===== config.mk =====
export PLATFORM = sky130hd
export DESIGN_NAME = piso_serial_tx
export DESIGN_NICKNAME = d
export VERILOG_FILES = /design/src/rtl/piso_serial_tx.sv
export SDC_FILE = /design/constraint.sdc
export NUM_CORES = 1
export LEC_CHECK = 0
export BUFFER_PORTS_ARGS = -buffer_cell sky130_fd_sc_hd__buf_4
export CORE_UTILIZATION = 49
export CTS_CLUSTER_SIZE = 12
export DETAILED_ROUTE_END_ITERATION = 8
export PLACE_DENSITY = 0.73
export SYNTH_ARGS = -nofsm -noshare
export SYNTH_HDL_FRONTEND = slang
export SYNTH_SLANG_ARGS = --single-unit
export TNS_END_PERCENT = 20

===== constraint.sdc =====
create_clock -name clk -period 2 [get_ports clk]
set_input_delay 0.2 -clock clk [delete_from_list [all_inputs] [get_ports clk]]
set_output_delay 0.2 -clock clk [all_outputs]
set_load 0.03 [all_outputs]

===== src/rtl/piso_serial_tx.sv =====
// Parallel-in, serial-out framed transmitter with optional even parity.
// Complementary serial outputs; word accepted through a valid/ready handshake.
//
// state | meaning
// IDLE  | waiting for a word, load_ready=1, line parked low
// SHIFT | data bits on sout, one per clock, frame=1
// PAR   | even-parity bit on sout, frame=1
module piso_serial_tx #(
    parameter int WIDTH     = 8,
    parameter int LSB_FIRST = 0,
    parameter int PARITY_EN = 0
) (
    input  logic             clk,
    input  logic             rst,
    input  logic [WIDTH-1:0] din,
    input  logic             load_valid,
    output logic             load_ready,
    output logic             sout,
    output logic             sout_n,
    output logic             frame,
    output logic             done
);

    localparam int CW = (WIDTH > 1) ? $clog2(WIDTH) : 1;
    localparam logic [CW-1:0] LAST = CW'(WIDTH - 1);

    typedef enum logic [1:0] {
        IDLE  = 2'd0,
        SHIFT = 2'd1,
        PAR   = 2'd2
    } state_t;

    state_t           state_q, state_d;
    logic [WIDTH-1:0] shreg_q, shreg_d;
    logic [WIDTH-1:0] shifted;
    logic [CW-1:0]    cnt_q, cnt_d;
    logic             parity_q, parity_d;
    logic             sout_q, sout_d;
    logic             frame_q, frame_d;
    logic             done_q, done_d;

    // The outgoing bit always sits at the end of the register nearest the line.
    always_comb begin
        if (LSB_FIRST != 0) begin
            shifted = {1'b0, shreg_q[WIDTH-1:1]};
        end else begin
            shifted = {shreg_q[WIDTH-2:0], 1'b0};
        end
    end

    always_comb begin
        state_d  = state_q;
        shreg_d  = shreg_q;
        cnt_d    = cnt_q;
        parity_d = parity_q;
        sout_d   = 1'b0;
        frame_d  = 1'b0;
        done_d   = 1'b0;
        case (state_q)
            IDLE: begin
                if (load_valid) begin
                    shreg_d  = din;
                    parity_d = ^din;
                    cnt_d    = '0;
                    sout_d   = (LSB_FIRST != 0) ? din[0] : din[WIDTH-1];
                    frame_d  = 1'b1;
                    state_d  = SHIFT;
                end
            end
            SHIFT: begin
                if (cnt_q == LAST) begin
                    if (PARITY_EN != 0) begin
                        sout_d  = parity_q;
                        frame_d = 1'b1;
                        state_d = PAR;
                    end else begin
                        done_d  = 1'b1;
                        state_d = IDLE;
                    end
                end else begin
                    cnt_d   = cnt_q + 1'b1;
                    shreg_d = shifted;
                    sout_d  = (LSB_FIRST != 0) ? shifted[0] : shifted[WIDTH-1];
                    frame_d = 1'b1;
                end
            end
            PAR: begin
                done_d  = 1'b1;
                state_d = IDLE;
            end
            default: begin
                state_d = IDLE;
            end
        endcase
    end

    always_ff @(posedge clk or posedge rst) begin
        if (rst) begin
            state_q  <= IDLE;
            shreg_q  <= '0;
            cnt_q    <= '0;
            parity_q <= 1'b0;
            sout_q   <= 1'b0;
            frame_q  <= 1'b0;
            done_q   <= 1'b0;
        end else begin
            state_q  <= state_d;
            shreg_q  <= shreg_d;
            cnt_q    <= cnt_d;
            parity_q <= parity_d;
            sout_q   <= sout_d;
            frame_q  <= frame_d;
            done_q   <= done_d;
        end
    end

    assign load_ready = (state_q == IDLE);
    assign sout       = sout_q;
    assign sout_n     = ~sout_q;
    assign frame      = frame_q;
    assign done       = done_q;

endmodule


==> impl_metrics.py <==
metrics = {
    "cells_and_area": {
        "final_cell_mix": "buf_4 (15), dfrtp_1 (14), inv_1 (9)",
        "fin_nets": 93,
        "layout-drive-gt1-share_pct": 24.7,
        "postLayoutCellArea_um2": 792,
        "instances_no_fill": 91,
        "area_growth_pct": 20.6,
        "post-route-util_pct": 67.6,
        "n_antenna_cell": 0,
        "layout_commonest_cell": "buf_4",
        "n_fill_cell": 100,
    },
    "synth": {
        "synth_cell_types": 20,
        "avgSynthCellArea_um2": 10.8,
        "synth_top_family_by_area": "compound AO/OA/AOI/OAI gates",
        "syn_nets": 75,
        "synth_compound_area_share_pct": 17.5,
        "synth-seq-area-share_pct": 53.3,
        "yosys.area_share.simple_pct": 8.00,
        "synthMuxAreaShare_pct": 6.10,
        "ys_warn_count": 0,
        "synthAdderAreaFrac_pct": 5.71,
        "synthesis.area_um2": 657,
        "yosys.area_share.xor_xnor_pct": 0,
        "syn_inst": 61,
        "ys_seq_elements": 14,
    },
    "sta": {
        "finalHoldViolCount": 0,
        "worst_slew_pin_slew_ns": 0.505,
        "drv_slew": 0,
        "hold_slack_ns": 0.186,
        "fmax_mhz": 567,
        "fin_crit_ns": 1.76,
        "relSlewSlack_pct": 66.3,
        "clock_skew_ns": 0.00488,
        "rsz0062_at_grt": "no",
        "finalSetupViolCount": 0,
        "finalCritPeriodShare_pct": 88.2,
        "fin_setup_tns_ns": 0,
    },
    "run_status": {
        "outcome": "finished, final reports clean",
    },
    "floorplanning": {
        "rows": 12,
        "start_util_pct": 56.1,
        "die_w_um": 38.6,
        "die-area_mm2": 0.00149,
        "ios": 16,
        "die_y_um": 38.6,
        "coreArea_mm2": 0.00117,
    },
    "power": {
        "comb_power_share_pct": 44.2,
        "p_sw_share_pct": 39.9,
        "p_per_area_mw_per_mm2": 1480,
        "ir_drop_v": 0.000789,
        "power_frac_seq_pct": 43.4,
        "p_sw_uw": 467,
        "clock_power_share_pct": 12.4,
        "leakage_nw": 0.395,
        "intPower_uw": 704,
    },
    "clock_tree": {
        "clkTransAtPathRegs_ns": 0.07,
        "cts_setup_buffers": 0,
        "htree_num_levels": 1,
        "cts_resized": 0,
        "cts-root-buf": "clkbuf_4",
        "clk_path_buf_depth": 2,
        "ctsHoldBuffers": 1,
        "numCtsBuffers": 3,
        "cts_tree": "built",
        "clk_latency_ns": 0.27,
        "cts.sinks": 14,
    },
    "global_routing": {
        "grt_remaining_overflow": 0,
        "antenna_found_initial": 0,
        "grt_pass1_vias": 471,
        "grt_max_degree": 15,
        "track_usage_pct": 20.2,
        "grt_pass1_wl_um": 1950,
    },
    "routing": {
        "dr.pass1.iters": 4,
        "via_count": 479,
        "viasPerCell": 5.26,
        "drc": 0,
        "ant_nets": 0,
        "drt_first_iter_violations": 16,
        "wirelength_um": 1170,
        "wire_per_inst_um": 12.9,
    },
    "placement": {
        "portBuffers": 15,
        "placed_cell_area_um2": 759,
        "globalplace.congestion": 0.742,
        "dp_hpwl_um": 891,
        "place_inst": 87,
    },
    "worst_hold_path": {
        "hp-class": "in -> reg",
    },
    "worst_setup_path": {
        "criticalPathCategory": "reg -> reg",
        "crit_path_start_kind": "flip-flop",
        "required_ns": 2.16,
        "cp_max_fo": 6,
        "crit_path_end_kind": "flip-flop",
        "arrival_ns": 1.93,
    },
    "run": {
        "maxCapViolations": 0,
    },
}
flip-flops by register name (all words and copies together) (netlist names):
| register | flops |
|---|---|
| shreg_q | 7 |
| state_q | 1 |
| frame | 1 |
| done | 1 |
| cnt_q | 3 |
| sout | 1 |
final timing paths:
kind | slack (ns) | end | cells past startpoint | from
setup / recovery | 0.24 | cnt_q[2]$_DFFE_PP0P_ | 5 | cnt_q[0]$_DFFE_PP0P_
hold / removal | 0.19 | sout$_DFF_PP0_ | 3 | din[7]
setup reg to reg | 0.24 | cnt_q[2]$_DFFE_PP0P_ | 5 | cnt_q[0]$_DFFE_PP0P_
hold reg to reg | 0.51 | cnt_q[0]$_DFFE_PP0P_ | 1 | cnt_q[0]$_DFFE_PP0P_
max in group asynchronous | 1.14 | cnt_q[0]$_DFFE_PP0P_ | 3 | rst
min in group asynchronous | 0.52 | frame$_DFF_PP0_ | 3 | rst
worst max-delay path, cell delays in order, from the launching register on:
cell     delay (ns)
dfrtp_1        0.39
ha_1           0.24
ha_1           0.28
and2_4         0.20
or2_1          0.30
a22o_1         0.25
cells by family (layout without fill, tap and decap cells):
group,after synthesis,after routing
AOI/OAI and AO/OA,19,19
adders and majority gates,3,3
and+or+nand+nor,9,9
muxes,4,4
buffers and inverters,12,28
DFF,14,14
synthesized netlist by cell type:
master,number,area share [%]
dfrtp_1,14,53
nand2b_1,2,1.9
o21ai_0,4,3.0
inv_1,9,5.1
o31ai_1,1,1.1
buf_2,1,0.76
nor2b_1,2,1.9
nand2_1,1,0.57
buf_6,2,3.4
a211oi_1,2,2.3
o22ai_1,4,3.8
ha_1,3,5.7
nor2_1,1,0.57
a21oi_1,6,4.6
o2bb2ai_1,1,1.3
or2_1,1,0.95
mux2i_1,4,6.1
nand3_1,1,0.76
and2_4,1,1.3
a22o_1,1,1.3
layout make-up:
| class | count | area (um2) | share of cell area, % |
|---|---|---|---|
| flip-flops and latches | 14 | 350 | 44.2 |
| multi-input cells | 35 | 245 | 31.0 |
| repair buffers | 16 | 123 | 15.5 |
| inverters | 9 | 33.8 | 4.27 |
| clock buffers | 3 | 22.5 | 2.84 |
| well taps | 14 | 17.5 | 2.21 |
power groups by stage:
stage / combinational [mW] / sequential (mW) / clock [mW]
floorplan: 0.388 / 0.512 / 0
global placement: 0.502 / 0.504 / 0
detailed placement: 0.519 / 0.512 / 0
CTS: 0.522 / 0.507 / 0.154
global route: 0.578 / 0.521 / 0.164
finish: 0.517 / 0.509 / 0.146
per-layer routing:
metal	vias to the layer above	track usage, %	part of all wire [%]
li1	244	-	-
met1	224	26.0	49
met2	11	30.4	45
met3	0	8.67	5.8
met4	0	6.90	0
met5	-	0	0
per-stage QoR:
step / setup WS, ns / power [mW]
3_3_place_gp: 0.324 / 1.01
5_1_grt: 0.169 / 1.26
4_1_cts: 0.229 / 1.18
3_5_place_dp: 0.241 / 1.03
6_report: 0.236 / 1.17
2_1_floorplan: 0.322 / 0.900
Note: power is estimated with default switching activity, not from simulation.
